**src/rtl/xung_pkg.sv**
```systemverilog
`default_nettype none
// ============================================================================
// Module      : xung_pkg
// Description : Shared sequencer state encoding and default sizing constants.
// Revision    : 1.0 - initial release
// ============================================================================
package xung_pkg;

    localparam int c_NSTEP_DEF = 4;
    localparam int c_DW_DEF    = 8;
    localparam int c_CW_DEF    = 8;

    typedef enum logic [2:0] {
        S_IDLE = 3'd0,
        S_LOAD = 3'd1,
        S_RUN  = 3'd2,
        S_ADV  = 3'd3,
        S_DONE = 3'd4
    } state_t;

endpackage
`default_nettype wire

```
**src/rtl/xung_halfper_gen.sv**
```systemverilog
`default_nettype none
// ============================================================================
// Module      : xung_halfper_gen
// Description : Half-period counter that toggles clko every div cycles.
// Revision    : 1.0 - initial release
// ============================================================================
module xung_halfper_gen #(
    parameter int DW = 8
) (
    input  logic          clk,
    input  logic          rst,
    input  logic          en,
    input  logic          clear,
    input  logic [DW-1:0] div,
    output logic          clko,
    output logic          tick,
    output logic          fall
);

    logic [DW-1:0] r_hc;
    logic          r_clko;
    logic          r_tick;
    logic          w_wrap;

    assign w_wrap = en && (r_hc == (div - DW'(1)));
    // Announces that the coming edge takes clko 1->0, so the FSM can act on it.
    assign fall   = w_wrap && r_clko;

    always_ff @(posedge clk) begin
        if (rst || clear) begin
            r_hc   <= '0;
            r_clko <= 1'b0;
            r_tick <= 1'b0;
        end else begin
            r_tick <= 1'b0;
            if (en) begin
                if (w_wrap) begin
                    r_hc   <= '0;
                    r_clko <= ~r_clko;
                    r_tick <= ~r_clko;
                end else begin
                    r_hc <= r_hc + 1'b1;
                end
            end
        end
    end

    assign clko = r_clko;
    assign tick = r_tick;

endmodule
`default_nettype wire

```
**src/rtl/xung_seq_ctrl.sv**
```systemverilog
`default_nettype none
// ============================================================================
// Module      : xung_seq_ctrl
// Description : Step-table pulse-train sequencer driving a square-wave output.
// Revision    : 1.0 - initial release
// ============================================================================
module xung_seq_ctrl
    import xung_pkg::*;
#(
    parameter int NSTEP = c_NSTEP_DEF,
    parameter int DW    = c_DW_DEF,
    parameter int CW    = c_CW_DEF
) (
    input  logic                     clki,
    input  logic                     rst,
    input  logic                     cfg_we,
    input  logic [$clog2(NSTEP)-1:0] cfg_addr,
    input  logic [DW-1:0]            cfg_div,
    input  logic [CW-1:0]            cfg_cnt,
    input  logic                     start,
    input  logic                     stop,
    input  logic                     loop,
    output logic                     busy,
    output logic                     done,
    output logic [$clog2(NSTEP)-1:0] step_idx,
    output logic                     clko,
    output logic                     tick
);

    localparam int AW = $clog2(NSTEP);

    logic [DW-1:0] r_tbl_div [NSTEP];
    logic [CW-1:0] r_tbl_cnt [NSTEP];

    state_t        r_state;
    state_t        w_state_nxt;
    logic [AW-1:0] r_step;
    logic [DW-1:0] r_div;
    logic [CW-1:0] r_cnt;
    logic          r_busy;
    logic          r_done;

    logic          w_last;
    logic          w_skip;
    logic          w_fall;
    logic          w_gen_en;
    logic          w_gen_clear;
    logic          w_busy_nxt;
    logic          w_done_nxt;

    // Table writes are accepted in every state; a running step keeps its latched copy.
    always_ff @(posedge clki) begin
        if (rst) begin
            for (int i = 0; i < NSTEP; i++) begin
                r_tbl_div[i] <= '0;
                r_tbl_cnt[i] <= '0;
            end
        end else if (cfg_we) begin
            r_tbl_div[cfg_addr] <= cfg_div;
            r_tbl_cnt[cfg_addr] <= cfg_cnt;
        end
    end

    assign w_last = (r_step == AW'(NSTEP - 1));
    assign w_skip = (r_tbl_div[r_step] == '0) || (r_tbl_cnt[r_step] == '0);

    always_ff @(posedge clki) begin
        if (rst) begin
            r_state <= S_IDLE;
        end else begin
            r_state <= w_state_nxt;
        end
    end

    always_comb begin
        w_state_nxt = r_state;
        case (r_state)
            S_IDLE: if (start && !stop) w_state_nxt = S_LOAD;
            S_LOAD: begin
                if (stop)        w_state_nxt = S_IDLE;
                else if (w_skip) w_state_nxt = S_ADV;
                else             w_state_nxt = S_RUN;
            end
            S_RUN: begin
                if (stop)                              w_state_nxt = S_IDLE;
                else if (w_fall && (r_cnt == CW'(1)))  w_state_nxt = S_ADV;
            end
            S_ADV: begin
                if (stop)                 w_state_nxt = S_IDLE;
                else if (w_last && !loop) w_state_nxt = S_DONE;
                else                      w_state_nxt = S_LOAD;
            end
            S_DONE:  w_state_nxt = S_IDLE;
            default: w_state_nxt = S_IDLE;
        endcase
    end

    always_comb begin
        w_busy_nxt  = (w_state_nxt != S_IDLE);
        w_done_nxt  = (w_state_nxt == S_DONE);
        w_gen_en    = (r_state == S_RUN);
        // Clearing on stop drops clko in the same edge that returns to IDLE.
        w_gen_clear = (r_state != S_RUN) || stop;
    end

    always_ff @(posedge clki) begin
        if (rst) begin
            r_step <= '0;
            r_div  <= '0;
            r_cnt  <= '0;
            r_busy <= 1'b0;
            r_done <= 1'b0;
        end else begin
            r_busy <= w_busy_nxt;
            r_done <= w_done_nxt;

            if (w_state_nxt == S_IDLE) begin
                r_step <= '0;
            end else if ((r_state == S_ADV) && (w_state_nxt == S_LOAD)) begin
                r_step <= r_step + 1'b1;
            end

            if (r_state == S_LOAD) begin
                r_div <= r_tbl_div[r_step];
                r_cnt <= r_tbl_cnt[r_step];
            end else if ((r_state == S_RUN) && w_fall) begin
                r_cnt <= r_cnt - 1'b1;
            end
        end
    end

    xung_halfper_gen #(
        .DW (DW)
    ) u_halfper (
        .clk   (clki),
        .rst   (rst),
        .en    (w_gen_en),
        .clear (w_gen_clear),
        .div   (r_div),
        .clko  (clko),
        .tick  (tick),
        .fall  (w_fall)
    );

    assign busy     = r_busy;
    assign done     = r_done;
    assign step_idx = r_step;

endmodule
`default_nettype wire

```
**config.mk**
```make
export PLATFORM = sky130hd
export DESIGN_NAME = xung_seq_ctrl
export DESIGN_NICKNAME = d
export VERILOG_FILES = /design/src/rtl/xung_pkg.sv /design/src/rtl/xung_halfper_gen.sv /design/src/rtl/xung_seq_ctrl.sv
export SDC_FILE = /design/constraint.sdc
export NUM_CORES = 1
export LEC_CHECK = 0
export BUFFER_PORTS_ARGS = -buffer_cell sky130_fd_sc_hd__buf_2
export CAP_MARGIN = 30
export CELL_PAD_IN_SITES_DETAIL_PLACEMENT = 1
export CELL_PAD_IN_SITES_GLOBAL_PLACEMENT = 1
export CORE_ASPECT_RATIO = 1.4
export CORE_UTILIZATION = 35
export CTS_CLUSTER_DIAMETER = 120
export DETAILED_ROUTE_END_ITERATION = 6
export PLACE_DENSITY = 0.7
export SYNTH_ARGS = -nofsm -noshare
export SYNTH_HDL_FRONTEND = slang
export SYNTH_SLANG_ARGS = --single-unit
```
**constraint.sdc**
```tcl
create_clock -name clki -period 3.29 [get_ports clki]
set_input_delay 0.329 -clock clki [delete_from_list [all_inputs] [get_ports clki]]
set_output_delay 0.329 -clock clki [all_outputs]
set_load 0.1 [all_outputs]
```
Word-level counts from Yosys, hierarchy flattened
Memories as Yosys holds them, arrays and structs flattened. A register that Yosys moved wholly into a read port is not among the register bits.
Index checks and enable logic that the tools add are counted.
Storage, ports and cells
  register bits after elaboration: 33
  bits in writable memories: 64
  bits of input ports: 24
  output and inout bits: 6
  logic and storage cells: 76
  memories kept: 2
Memory list
  r_tbl_cnt: words 4, width 8, read ports 1, clocked after Yosys merged registers in 1, wr ports 4, RTL line xung_seq_ctrl.sv:33  | logic [CW-1:0] r_tbl_cnt [NSTEP];
  r_tbl_div: words 4, width 8, read ports 1, clocked after Yosys merged registers in 1, wr ports 4, RTL line xung_seq_ctrl.sv:32  | logic [DW-1:0] r_tbl_div [NSTEP];
Cells by class
  add/subtract/negate cells: 4
  equality and inequality tests: 9
  multiplexer cells: 26
  bitwise operators: 3
  reductions and logical operators: 23
Operators by type and width (number)
  $mux W8: 5
  $logic_not A8 Y1: 2
  $reduce_or A8 Y1: 2
  $sub A8 B1 Y8 const B: 2
  $mux W3: 5
  $mux W2: 7
  $pmux W3 S4: 1
  $add A8 B1 Y8 const B: 1
  $eq A8 B1 Y1 const B: 1
  $eq A8 B8 Y1: 1
  $mux W1: 8
  $logic_and A1 B1 Y1: 7
  $eq A3 B1 Y1 const B: 2
  $eq A3 B2 Y1 const B: 2
  $logic_not A3 Y1: 2
  $eq A3 B3 Y1 const B: 1
  $logic_or A1 B1 Y1: 3
  $ne A3 B2 Y1 const B: 1
  $not A1 Y1: 3
  $reduce_bool A3 Y1: 1
  $reduce_or A3 Y1: 1
  $add A2 B1 Y2 const B: 1
  $eq A2 B2 Y1 const B: 1
  $logic_not A1 Y1: 2
  3 further kinds: 3

Longest topological paths before layout
  depth in word-level cells: 12
  gate-level depth with buffers: 11
  mapped depth without buffers: 8

Hierarchy
Synthesis repeated with hierarchy kept, for this count alone.
Second synthesis, totals
  cells, all modules: 386
  area, all modules: 4772.1 sq um
By module, submodules not included
  xung_seq_ctrl: instances 1, cells each 295, area each 3966.3 sq um, sequential area each 2422.3 sq um
  xung_halfper_gen: instances 1, cells each 91, area each 805.8 sq um, sequential area each 200.2 sq um

Least setup slack after synthesis
Ideal clock, no wire load.
  kind: flip-flop to flip-flop
  start: register u_halfper.r_clko (netlist: u_halfper.clko)
  end: register r_cnt[5]
  setup time: 0.112 ns
  arrival: 2.525 ns
  data required time: 3.178 ns
  slack: 0.652 ns
  stages on the path, launching flop included: 8
  path buffers: 1
  period minus slack after synthesis: 2.638 ns
  cell sequence: dfxtp_1 > clkbuf_1 > inv_1 > nor2_1 > nand3_1 > or3_1 > or3_1 > a2111oi_1
Between the ends
  longest elaborated chain between the ends: 3
Ends and longest elaborated chain
  from (decl): RTL line xung_halfper_gen.sv:21  | logic r_clko;
  from (signal assigned): RTL line xung_halfper_gen.sv:39  | r_clko <= ~r_clko;
  $logic_and A1 B1 Y1: RTL line xung_halfper_gen.sv:27  | assign fall = w_wrap && r_clko;
  $logic_and A1 B1 Y1: RTL line xung_seq_ctrl.sv:126  | end else if ((r_state == S_RUN) && w_fall) begin
  $reduce_bool A2 Y1 (no source line)
  to (signal assigned): RTL line xung_seq_ctrl.sv:125  | r_cnt <= r_tbl_cnt[r_step];
  to (signal assigned): RTL line xung_seq_ctrl.sv:127  | r_cnt <= r_cnt - 1'b1;
  to (decl): RTL line xung_seq_ctrl.sv:39  | logic [CW-1:0] r_cnt;
Every way passes these cells.
A chain may end at the register's enable or synchronous reset.

Worst setup path after layout
  start: register r_div[0], read port of r_tbl_div
  end: register r_cnt[3]
Between the ends
  longest elaborated chain between the ends: 6
Ends and longest elaborated chain
  from (decl): RTL line xung_seq_ctrl.sv:38  | logic [DW-1:0] r_div;
  $sub A8 B1 Y8: RTL line xung_halfper_gen.sv:25  | assign w_wrap = en && (r_hc == (div - DW'(1)));
  $eq A8 B8 Y1: RTL line xung_halfper_gen.sv:25
  $logic_and A1 B1 Y1: RTL line xung_halfper_gen.sv:25
  $logic_and A1 B1 Y1: RTL line xung_halfper_gen.sv:27
  $logic_and A1 B1 Y1: RTL line xung_seq_ctrl.sv:126
  $reduce_bool A2 Y1 (no source line)
Every way passes these cells.

==> flow_summary_export.csv <==
group,metric,value,unit
outcome,outcome,"finished, final reports clean",
setup_path,cp.required,3.54,ns
clocking,cts-root-buf,"clkbuf_16",
sta,max-slew-margin-rel,64.3,%
sta,setup_viol_count_final,0,
routing,avgViaCountPerCell,5.23,
die,die_h,139,um
cells_and_area,fillers,1454,
global_routing,antenna_found_initial,0,
die,pin_count,30,
cells_and_area,insertedDiodeCount,0,
global_routing,grt_overflow_total,0,
sta,period_share,83.3,%
routing,drc,0,
cells_and_area,fin_cells,605,
sta,final_max_slew_viol_count,0,
setup_path,cp.buffers_inverters,1,
synthesis,synth.distinct_cells,52,
routing,dr_total_vias,3164,
hold_path,min_path_type,"in -> reg",
pwr,p_per_area,503,mW/mm^2
die,num_rows,49,
die,initial_core_util,36.2,%
place,place.port_buffers,29,
sta,finClkSkew,0.00902,ns
synthesis,synth.area.top_cells,"edfxtp_1, dfxtp_1, and2_1, mux4_2, nand2_1",
cells_and_area,layout-drive-gt1-share,18.7,%
clocking,cts_buffers,9,
global_routing,grt_pass1_wl,17.5,mm
routing,drtIter0Drc,110,
setup_path,worstPathMaxFanout,11,
clocking,clock_path_buffers,2,
setup_path,critPathKind,"reg -> reg",
setup_path,crit_path_cell_trace,"inv_1 -> ha_1 -> o21ba_1 -> a221oi_1 -> a41oi_1 -> or3_4 -> or4_1 -> a311oi_1",
setup_path,cp_slowest_cell,"or4_1",
cells_and_area,syn_to_final_growth,13.1,%
clocking,htreeDepth,3,
cells_and_area,layout_commonest_cell,"and2_1",
flow_run,maxCapViolations,0,
place,hpwlAfterDp,7.69,mm
synthesis,yosysTopAreaCell,"edfxtp_1",
sta,setup_tns,0,ns
synthesis,ys_seq_area_share,55.8,%
die,core,0.0130,mm^2
routing,drt_pass1_iterations,4,
sta,rsz0062_at_grt,"no",
routing,wire_per_inst,17.9,um
die,die_area,0.0139,mm^2
sta,finalCriticalPeriod,2.74,ns
setup_path,crit_arrival,2.99,ns
setup_path,crit_path_max_incr_delay,0.49,ns
die,fp.dieW,99.9,um
clocking,cts_setup_buffers,0,
synthesis,yosysWarnings,0,
pwr,power_leakage,1.85,nW
sta,clock.fmax,365,MHz
clocking,tritoncts,"yes",
synthesis,syn_area_per_cell,11.9,um^2
synthesis,synth_cells,396,
place,gp_congestion,0.800,
clocking,cts_resized,0,
sta,hold_violations,0,
synthesis,async_flop_share,0,%
clocking,clock-sinks,99,
synthesis,synth.top_cell.area_share,40.9,%
synthesis,synth-edff-count,64,
routing,wirelength,10.8,mm
routing,ant_nets,0,
setup_path,cp-start-kind,"flip-flop",
pwr,ir_drop,0.204,mV
setup_path,r2r_setup_slack,0.55,ns
synthesis,ys_ff_latch,99,
synthesis,synth_area,0.00470,mm^2
global_routing,grt_pass1_vias,3388,
setup_path,worst_setup_path_end_kind,"flip-flop",
clocking,clock_latency,0.35,ns
global_routing,grt_max_degree,30,
synthesis,synth_nets,425,
synthesis,synthFlopType,"edfxtp_1",
place,placed_cells,589,
cells_and_area,nets,451,
cells_and_area,layout_common_cells,"and2_1, edfxtp_1, dfxtp_1, buf_2, nand2_1",
sta,worst_pin_slew,0.536,ns
global_routing,grt.total_usage,16.6,%
setup_path,crit_family,"simple AND/OR/NAND/NOR gates",
clocking,clkSlewWorstSetupHoldPaths,0.08,ns
clocking,postCtsHoldBufs,0,
[through the flow]
stage | setup WS (ns) | cell area, um^2 | utilization (%) | power, W | hold WS [ns]
floorplan | 0.652 | 4700 | - | 0.00158 | 0.406
global route | 0.378 | 5320 | 40.9 | 0.00276 | 0.208
CTS | 0.586 | 5320 | 40.9 | 0.00270 | 0.172
global placement | 0.728 | 5030 | 38.7 | 0.00165 | 0.471
finish | 0.550 | 5320 | 40.9 | 0.00268 | 0.183
detailed placement | 0.616 | 5030 | 38.7 | 0.00166 | 0.472
[final cells by class]
cell class | count | area [um^2] | share of cell area (%)
flip-flops and latches | 99 | 2620 | 49.3
multi-input cells | 266 | 1940 | 36.5
clock buffers | 9 | 225 | 4.23
well taps | 178 | 223 | 4.19
repair buffers | 38 | 213 | 4.00
clock inverters | 7 | 65.1 | 1.22
inverters | 8 | 30.0 | 0.565
[synth_stat cells (4+ instances only)]
cell,n
nand4_1,11
xnor2_1,7
clkbuf_1,16
or3_1,4
nor4_1,7
edfxtp_1,64
nor2_1,21
o211ai_1,4
buf_2,5
dfxtp_1,35
nand2_1,28
nor3b_1,4
ha_1,5
xor2_1,11
a21oi_1,15
nor3_1,9
inv_1,8
mux4_2,16
nand3_1,6
nor2b_1,5
a211oi_1,4
and2_1,65
[registers in the layout, indices dropped and copies added, names as in the netlist, named ones only]
register,count
r_tbl_cnt,32
r_tbl_div,32
r_cnt,8
r_div,8
u_halfper.r_hc,8
r_state,3
step_idx,2
busy,1
done,1
u_halfper.clko,1
u_halfper.tick,1
[logic make-up after synthesis]
logic type	Yosys count	share of synthesized area, %
buffers and inverters	31	2.93
and+or+nand+nor	181	22.1
xor gates and xnor gates	18	3.35
muxes	17	7.88
adders and majority gates	5	1.33
DFF	99	55.8
AOI/OAI and AO/OA	45	6.63
[layer usage]
| layer | track usage (%) | wire length (um) |
|---|---|---|
| met5 | 0 | 0 |
| met4 | 7.04 | 167 |
| met3 | 2.32 | 263 |
| met2 | 30.3 | 5970 |
| met1 | 19.0 | 4420 |
[path summary, 6_finish.rpt]
kind | start | endpoint | cells after the start
max | r_div[0]$_SDFFE_PP0P_ | r_cnt[3]$_SDFFE_PP0P_ | 8
min | loop | done$_SDFF_PP0_ | 2
max reg2reg | r_div[0]$_SDFFE_PP0P_ | r_cnt[3]$_SDFFE_PP0P_ | 8
min reg2reg | r_div[7]$_SDFFE_PP0P_ | r_div[7]$_SDFFE_PP0P_ | 2
[report_power, final]
group | leakage, nW | switching (W) | total (W) | internal (W)
Clock | 0.146 | 0.000515 | 0.00105 | 0.000535
Sequential | 0.905 | 0.0000307 | 0.00143 | 0.00139
Combinational | 0.798 | 0.000122 | 0.000201 | 0.0000786
(Power assumes the default switching activity.)
